`config.mk`:
```
export PLATFORM = sky130hd
export DESIGN_NAME = rx_frame_deframer
export DESIGN_NICKNAME = d
export VERILOG_FILES = /design/src/rtl/rx_deframer_pkg.sv /design/src/rtl/sync_correlator.sv /design/src/rtl/rx_frame_deframer.sv
export SDC_FILE = /design/constraint.sdc
export NUM_CORES = 1
export LEC_CHECK = 0
export ABC_CLOCK_PERIOD_IN_PS = 12650
export CORE_ASPECT_RATIO = 0.7
export CORE_MARGIN = 5
export CORE_UTILIZATION = 60
export CTS_BUF_LIST = sky130_fd_sc_hd__clkbuf_8
export DETAILED_ROUTE_END_ITERATION = 10
export PLACE_DENSITY = 0.94
export SYNTH_ARGS = -nofsm -noshare
export SYNTH_HDL_FRONTEND = slang
export SYNTH_SLANG_ARGS = --single-unit
```
`constraint.sdc`:
```
create_clock -name clk_32M768 -period 12.65 [get_ports clk_32M768]
set_input_delay 2.53 -clock clk_32M768 [delete_from_list [all_inputs] [get_ports clk_32M768]]
set_output_delay 2.53 -clock clk_32M768 [all_outputs]
set_load 0.02 [all_outputs]
```
`src/rtl/rx_deframer_pkg.sv`:
```
// Shared types and constants for the Rx frame deframer.
package rx_deframer_pkg;

   typedef enum logic {
      ST_HUNT    = 1'b0,
      ST_PAYLOAD = 1'b1
   } state_e;

   localparam logic [31:0] DEFAULT_SYNC_WORD = 32'h1ACFFC1D;

   // Width needed to hold a Hamming distance in the range 0..sync_len.
   function automatic int unsigned dist_width(input int unsigned sync_len);
      return $clog2(sync_len + 1);
   endfunction

   localparam int unsigned DEFAULT_DIST_W = dist_width(32);

endpackage

```
`src/rtl/sync_correlator.sv`:
```
// Combinational Hamming-distance correlator of a candidate window against the sync word,
// for both the normal and the bit-inverted polarity.
module sync_correlator
   import rx_deframer_pkg::*;
#(
   parameter int unsigned SYNC_LEN  = 32,
   parameter logic [31:0] SYNC_WORD = DEFAULT_SYNC_WORD,
   parameter int unsigned MAX_ERR   = 2,
   parameter int unsigned DIST_W    = dist_width(SYNC_LEN)
) (
   input  logic [SYNC_LEN-1:0] sr_next,
   output logic [DIST_W-1:0]   distance_norm,
   output logic [DIST_W-1:0]   distance_inv,
   output logic                match_norm,
   output logic                match_inv
);

   localparam logic [SYNC_LEN-1:0] SyncPat = SYNC_WORD[SYNC_LEN-1:0];

   always_comb begin
      distance_norm = '0;
      distance_inv  = '0;
      for (int i = 0; i < SYNC_LEN; i++) begin
         distance_norm = distance_norm + DIST_W'(sr_next[i] ^ SyncPat[i]);
         distance_inv  = distance_inv + DIST_W'(~sr_next[i] ^ SyncPat[i]);
      end
   end

   assign match_norm = (32'(distance_norm) <= MAX_ERR);
   assign match_inv  = (32'(distance_inv) <= MAX_ERR);

endmodule

```
`src/rtl/rx_frame_deframer.sv`:
```
// Rx deframer: hunts for the sync word in the recovered bit stream and emits the payload as bytes.
// Define RX_DEFRAMER_POLARITY_FIX_EN to also lock on an inverted sync and de-invert the payload.
module rx_frame_deframer
   import rx_deframer_pkg::*;
#(
   parameter int unsigned SYNC_LEN      = 32,
   parameter logic [31:0] SYNC_WORD     = DEFAULT_SYNC_WORD,
   parameter int unsigned MAX_ERR       = 2,
   parameter int unsigned PAYLOAD_BYTES = 4
) (
   input  logic        clk_32M768,
   input  logic        rst_n_32M768,
   input  logic        enable,
   input  logic        rx_bit,
   input  logic        rx_bit_valid,
   output logic [7:0]  data_tdata,
   output logic        data_tvalid,
   output logic        data_tuser,
   output logic        data_tlast,
   output logic        locked,
   output logic        polarity_inv,
   output logic        frame_abort,
   output logic [15:0] frame_cnt
);

   localparam int unsigned DistW    = dist_width(SYNC_LEN);
   localparam logic [7:0]  LastByte = 8'(PAYLOAD_BYTES - 1);

   state_e              state_q, state_d;
   logic [SYNC_LEN-1:0] sr_q, sr_d, sr_next;
   logic [7:0]          byte_q, byte_d, byte_next;
   logic [2:0]          bit_cnt_q, bit_cnt_d;
   logic [7:0]          byte_cnt_q, byte_cnt_d;
   logic                pol_q, pol_d;
   logic [7:0]          tdata_q, tdata_d;
   logic                tvalid_q, tvalid_d;
   logic                tuser_q, tuser_d;
   logic                tlast_q, tlast_d;
   logic                abort_q, abort_d;
   logic [15:0]         frame_cnt_q, frame_cnt_d;

   logic [DistW-1:0]    distance_norm, distance_inv;
   logic                match_norm, match_inv;

   assign sr_next   = {sr_q[SYNC_LEN-2:0], rx_bit};
   assign byte_next = {byte_q[6:0], rx_bit ^ pol_q};

   sync_correlator #(
      .SYNC_LEN  (SYNC_LEN),
      .SYNC_WORD (SYNC_WORD),
      .MAX_ERR   (MAX_ERR),
      .DIST_W    (DistW)
   ) u_sync_correlator (
      .sr_next       (sr_next),
      .distance_norm (distance_norm),
      .distance_inv  (distance_inv),
      .match_norm    (match_norm),
      .match_inv     (match_inv)
   );

   always_comb begin
      state_d     = state_q;
      sr_d        = sr_q;
      byte_d      = byte_q;
      bit_cnt_d   = bit_cnt_q;
      byte_cnt_d  = byte_cnt_q;
      pol_d       = pol_q;
      tdata_d     = tdata_q;
      tvalid_d    = 1'b0;
      tuser_d     = 1'b0;
      tlast_d     = 1'b0;
      abort_d     = 1'b0;
      frame_cnt_d = frame_cnt_q;

      unique case (state_q)
         ST_HUNT: begin
            if (!enable) begin
               sr_d = '0;
            end else if (rx_bit_valid) begin
               sr_d = sr_next;
               if (match_norm) begin
                  state_d    = ST_PAYLOAD;
                  bit_cnt_d  = '0;
                  byte_cnt_d = '0;
                  pol_d      = 1'b0;
`ifdef RX_DEFRAMER_POLARITY_FIX_EN
               end else if (match_inv) begin
                  state_d    = ST_PAYLOAD;
                  bit_cnt_d  = '0;
                  byte_cnt_d = '0;
                  pol_d      = 1'b1;
`endif
               end
            end
         end

         ST_PAYLOAD: begin
            if (!enable) begin
               // Drop the partial frame; the sync hunt restarts from an empty window.
               state_d   = ST_HUNT;
               sr_d      = '0;
               pol_d     = 1'b0;
               bit_cnt_d = '0;
               abort_d   = 1'b1;
            end else if (rx_bit_valid) begin
               byte_d    = byte_next;
               bit_cnt_d = bit_cnt_q + 3'd1;
               if (bit_cnt_q == 3'd7) begin
                  tdata_d    = byte_next;
                  tvalid_d   = 1'b1;
                  tuser_d    = (byte_cnt_q == 8'd0);
                  tlast_d    = (byte_cnt_q == LastByte);
                  byte_cnt_d = byte_cnt_q + 8'd1;
                  if (byte_cnt_q == LastByte) begin
                     state_d     = ST_HUNT;
                     sr_d        = '0;
                     pol_d       = 1'b0;
                     frame_cnt_d = frame_cnt_q + 16'd1;
                  end
               end
            end
         end

         default: state_d = ST_HUNT;
      endcase
   end

   always_ff @(posedge clk_32M768 or negedge rst_n_32M768) begin
      if (!rst_n_32M768) begin
         state_q     <= ST_HUNT;
         sr_q        <= '0;
         byte_q      <= '0;
         bit_cnt_q   <= '0;
         byte_cnt_q  <= '0;
         pol_q       <= 1'b0;
         tdata_q     <= '0;
         tvalid_q    <= 1'b0;
         tuser_q     <= 1'b0;
         tlast_q     <= 1'b0;
         abort_q     <= 1'b0;
         frame_cnt_q <= '0;
      end else begin
         state_q     <= state_d;
         sr_q        <= sr_d;
         byte_q      <= byte_d;
         bit_cnt_q   <= bit_cnt_d;
         byte_cnt_q  <= byte_cnt_d;
         pol_q       <= pol_d;
         tdata_q     <= tdata_d;
         tvalid_q    <= tvalid_d;
         tuser_q     <= tuser_d;
         tlast_q     <= tlast_d;
         abort_q     <= abort_d;
         frame_cnt_q <= frame_cnt_d;
      end
   end

   assign data_tdata   = tdata_q;
   assign data_tvalid  = tvalid_q;
   assign data_tuser   = tuser_q;
   assign data_tlast   = tlast_q;
   assign locked       = (state_q == ST_PAYLOAD);
   assign polarity_inv = pol_q;
   assign frame_abort  = abort_q;
   assign frame_cnt    = frame_cnt_q;

   // Distances are exported by the correlator for observability only.
   logic unused_corr;
`ifdef RX_DEFRAMER_POLARITY_FIX_EN
   assign unused_corr = ^{distance_norm, distance_inv};
`else
   assign unused_corr = ^{distance_norm, distance_inv, match_inv};
`endif

endmodule

```
==> results.cfg, run 1 <==
[route]
drt-initial-drc-count = 356
drt.antenna.violating_nets = 0
routed.top_layer = met4
routed_wl_mm = 9.30
drc = 0
wl_per_cell_um = 17.0
wl_met2_mm = 4.14
wl_met3_um = 660
drt_first_pass_iters = 5
wl_met1_mm = 4.39
vias_per_cell = 5.87
vias = 3206

[timing]
fmax_mhz = 140
finalHoldViolations = 0
setup_viol = 0
setup_ws_ns = 5.50
worst_clock_skew_ns = 0.0132
period_share_pct = 56.5
totalNegativeSetupSlack_ns = 0
rsz0062_at_grt = no
period_minus_slack_ns = 7.15
slew_viol_final = 0
relSlewSlack_pct = 19.3
worst_slew_pin_slew_ns = 1.21
hold_ws_ns = 0.480

[pwr]
p_total_mw = 0.488
power.leakage_nw = 2.10
power_density_nw_per_um2 = 98.9
ir_drop_mv = 0.0623

[floorplanning]
dieArea_um2 = 9080
placementRows = 26
ios = 35
die_h_um = 81.2
die_w_um = 112
start_util_pct = 60.5
core_um2 = 7190

[grt]
grt_pass1_wl_mm = 16.3
grt_antenna_before_repair = 0
overflow = 0
grt_start_max_net_pins = 79
grt_usage_pct = 22.5
grt_pass1_vias = 3175

[cts]
cts-resized-gates = 0
root_buffer = clkbuf_8
cts_tree = done
numClockSinks = 78
insertion_delay_ns = 0.36
clk_pin_slew_ns = 0.08
post_cts_buffers = 0
cts_buffers = 9
clockBufferDepth = 2
htreeDepth = 3
hold_buffers = 0

[job]
maxCapViolations = 0

[setup_path]
criticalPathCategory = in -> reg
reg2reg_from = sr_q[10]
cp.arrival_ns = 7.34
cp-startpoint = rx_bit
endpoint_kind = flop
cp_max_fo = 6
critical_path_required_ns = 12.84
cp-start-kind = primary input

[cells_and_area]
final_core_util_pct = 68.6
final_nets = 485
final_cell_mix = 78 x dfrtp_1, 68 x nand2_1, 43 x inv_1
nFillCells = 515
drive_above_1_share_pct = 8.26
final_common_cell = dfrtp_1
multi_input_area_um2 = 2130
fin_area_um2 = 4930
fin_cells = 546
syn_to_final_growth_pct = 13.4
seq_area_um2 = 1950
n_antenna_cell = 0

[synthesis]
synth_top_family_by_area = adder cells
synth_area_leaders = dfrtp_1 45%, fa_1 11%, a311oi_1 6.2%
syn_nets = 465
synth-seq-cells = 78
synth_top_area_share_pct = 44.9
syn_area_um2 = 4350
synth-xor-area-share_pct = 3.37
ys_seq_area_share_pct = 44.9
yosys.area.top_type = dfrtp_1
ys_types = 45
synthCells = 423
synthMuxAreaShare_pct = 2.30
synth_compound_area_share_pct = 14.6
yosys.area_share.adder_pct = 14.8
synthSimpleGateAreaFrac_pct = 13.7
yosys_warnings = 0
synth.avg_cell_area_um2 = 10.3

[placement]
placed_area_um2 = 4710
place_inst = 530
hpwl_mm = 6.42
pre_cts_ws_ns = 5.17
gp_routability_congestion = 0.870
io_buffers = 33

[worst_hold_path]
min-delay-start = data_tdata[7]
min_path_type = reg -> reg

[run_status]
status = finished clean
synthesized netlist by cell type, drive strengths merged:
master / number
dfrtp: 78
o211ai: 2
clkinv: 1
ha: 13
nand3: 11
o21ai: 8
and2: 3
mux2i: 1
nor2b: 3
o31a: 1
nand2: 68
o221a: 1
o21ba: 1
mux2: 8
o21a: 1
nand4: 9
a311oi: 31
fa: 24
a31oi: 8
a21oi: 34
or4: 2
conb: 1
nor3b: 1
buf: 5
and3: 4
xnor2: 12
o2bb2ai: 2
nand2b: 1
nor4: 4
nor2: 11
a22o: 1
o21bai: 1
inv: 44
a22oi: 1
and4: 3
xor2: 3
clkbuf: 20
o311ai: 1
where the power goes:
| part | total (mW) | internal [mW] | switching (mW) |
|---|---|---|---|
| clock | 0.207 | 0.112 | 0.0952 |
| combinational | 0.0280 | 0.00853 | 0.0194 |
| sequential | 0.253 | 0.251 | 0.00171 |
layout make-up:
type | count | share of cell area [%]
Clock inverter | 7 | 1.98
Multi-Input combinational cell | 275 | 43.2
Sequential cell | 78 | 39.6
Tap cell | 98 | 2.49
Clock buffer | 9 | 2.51
Inverter | 45 | 3.43
Timing Repair Buffer | 34 | 6.80
critical path, cell delays in order:
cell,delay (ns)
clkdlybuf4s50_1,0.53
inv_1,0.09
ha_1,0.21
ha_1,0.28
inv_1,0.06
fa_1,0.46
inv_1,0.12
fa_1,0.46
fa_1,0.56
inv_1,0.06
fa_1,0.55
inv_1,0.05
ha_1,0.19
nor4_1,0.25
nand2_1,0.16
o21ai_0,0.59
a31oi_1,0.20
kinds of logic after synthesis:
kind of cell	after synthesis
flops	78
simple gates	120
other cells	1
xor+xnor	15
mux	9
fa+ha+maj	37
compound gates	93
buf+inv	70
worst paths after layout:
path	end	slack, ns	depth (start not counted)
max	byte_cnt_q[3]	5.50	17
min	data_tdata[7]	0.48	2
max reg2reg	byte_cnt_q[3]	6.94	15
min reg2reg	data_tdata[7]	0.48	2
max in group asynchronous	sr_q[12]	9.68	1
min in group asynchronous	sr_q[27]	2.31	1
sequential cells by signal (all words and copies together) (netlist names), 3 cells and up:
signal	count
frame_cnt	16
bit_cnt_q	3
byte_q	7
byte_cnt_q	8
sr_q	31
data_tdata	8
routing by layer:
layer  vias up  track usage (%)
li1       1506                -
met1      1575             33.2
met2       110             32.8
met3        15             6.92
met4         0             4.74
met5         -                0
Note: power is estimated with default switching activity, not from simulation.
==> run 2: changes to the inputs <==
- ABC_CLOCK_PERIOD_IN_PS: 12650 -> 7070
- clock period: 12.65 -> 7.07 ns (I/O delays scaled with it)
==> run 2 against run 1 <==
Net effect: combinational power increased by 81%; sequential share of layout area decreased by 0.070 points; die area unchanged; critical path depth decreased by 2; critical path type unchanged; wire length increased by 2.0%.
==> results.cfg, run 2 (same netlist as run 1, synthesis figures left out) <==
[worst_hold_path]
min_path_type = reg -> reg
min-delay-start = byte_q[6]
whs_path_depth = 2
hold_end = data_tdata[7]

[cells_and_area]
nFillCells = 538
drive_above_1_share_pct = 8.26
n_antenna_cell = 0
final_cell_mix = 78 x dfrtp_1, 68 x nand2_1, 43 x inv_1
final_common_cell = dfrtp_1
multi_input_area_um2 = 2130
final_nets = 485
syn_to_final_growth_pct = 13.6
top_register = sr_q
largest_reg_flops = 31
seq_area_um2 = 1950

[placement]
gp_routability_congestion = 0.871
hpwl_mm = 6.50
io_buffers = 33

[pwr]
sw_frac_of_total_pct = 24.0
p_comb_share_pct = 5.7
p_total_mw = 0.888
power_density_nw_per_um2 = 180
intPower_mw = 0.675
clock_power_share_pct = 43.3
ir_drop_mv = 0.109
power.leakage_nw = 2.10
seqPwrFrac_pct = 50.9
netSwitchingPower_mw = 0.213

[grt]
grt_start_max_net_pins = 79
grt_pass1_wl_mm = 16.3
grt_usage_pct = 22.6
grt_antenna_before_repair = 0
grt_pass1_vias = 3228
overflow = 0

[floorplanning]
core_um2 = 7190
dieArea_um2 = 9080
die_w_um = 112
placementRows = 26
die_h_um = 81.2
ios = 35
start_util_pct = 60.5

[timing]
worst_clock_skew_ns = 0.0150
relSlewSlack_pct = 18.8
fmax_mhz = 165
hold_ws_ns = 0.478
setup_viol = 0
period_minus_slack_ns = 6.06
worst_slew_pin_slew_ns = 1.22
finalHoldViolations = 0
rsz0062_at_grt = no
totalNegativeSetupSlack_ns = 0
period_share_pct = 85.7
slew_viol_final = 0

[setup_path]
reg2reg_from = sr_q[10]
r2r_cells = 15
criticalPathCategory = in -> reg
cp-start-kind = primary input
critical_path_required_ns = 7.27
cp_max_fo = 6
crit-reg2reg-capture = byte_cnt_q[3]
cp.arrival_ns = 6.26
r2r_slack_ns = 1.33
endpoint_kind = flop
cp-startpoint = rx_bit

[run_status]
status = finished clean

[cts]
cts-resized-gates = 0
hold_buffers = 0
cts_buffers = 9
clk_pin_slew_ns = 0.09
htreeDepth = 3
cts_tree = done
insertion_delay_ns = 0.36
post_cts_buffers = 0
root_buffer = clkbuf_8
clockBufferDepth = 2
numClockSinks = 78

[route]
vias = 3281
drt-initial-drc-count = 336
drc = 0
routed_wl_mm = 9.49
wl_per_cell_um = 17.4
drt.antenna.violating_nets = 0
vias_per_cell = 6.01
drt_first_pass_iters = 5

[job]
maxCapViolations = 0
==> run 2: area by class of cell <==
type,instances,share of cell area (%)
clock inverters,6,1.87
inverters,45,3.42
multi-input cells,275,43.1
flip-flops and latches,78,39.5
repair buffers,34,6.79
clock buffers,10,2.79
well taps,98,2.48
==> run 2: how the worst max path moves through the flow <==
stage / end / slack (ns) / cells after the start
after floorplan: byte_cnt_q[2] / 1.68 / 14
after global placement: byte_cnt_q[6] / 0.88 / 15
after detailed placement: byte_cnt_q[6] / 0.68 / 15
after CTS: byte_cnt_q[3] / 1.07 / 15
after global routing: byte_cnt_q[3] / 0.82 / 17
final: byte_cnt_q[3] / 1.01 / 15
==> run 2: per-layer routing <==
layer	routed length (µm)	track usage [%]	part of all wire [%]	vias to the layer above
met1	4290	32.0	45	1640
li1	-	-	-	1503
met3	670	5.66	7.1	14
met4	131	6.44	1.4	0
met2	4400	35.0	46	124
met5	0	0	0	-
==> run 2: stage by stage <==
step | cells | util, % | area [µm²] | setup slack (ns)
floorplan | 423 | - | 4350 | 1.68
finish | 546 | 68.7 | 4940 | 1.01
global placement | 530 | 65.5 | 4710 | 0.883
CTS | 546 | 68.7 | 4940 | 1.07
global route | 546 | 68.7 | 4940 | 0.825
detailed placement | 530 | 65.5 | 4710 | 0.675
==> run 2: power by group through the flow <==
stage          clock network (mW)  logic, mW  registers (mW)
6_report                    0.385     0.0508           0.453
5_1_grt                     0.414     0.0576           0.453
4_1_cts                     0.392     0.0514           0.453
3_5_place_dp                    0     0.0504           0.461
3_3_place_gp                    0     0.0465           0.461
2_1_floorplan                   0     0.0319           0.460
==> run 2: critical path, stage by stage <==
cell and delay [ns]:
clkdlybuf4s50_1 0.53, inv_1 0.09, ha_1 0.21, ha_1 0.28, inv_1 0.06, fa_1 0.51, fa_1 0.53, fa_1 0.54
fa_1 0.56, inv_1 0.07, fa_1 0.47, nand2_1 0.08, nand2_1 0.11, o21ai_0 0.61, a31oi_1 0.20
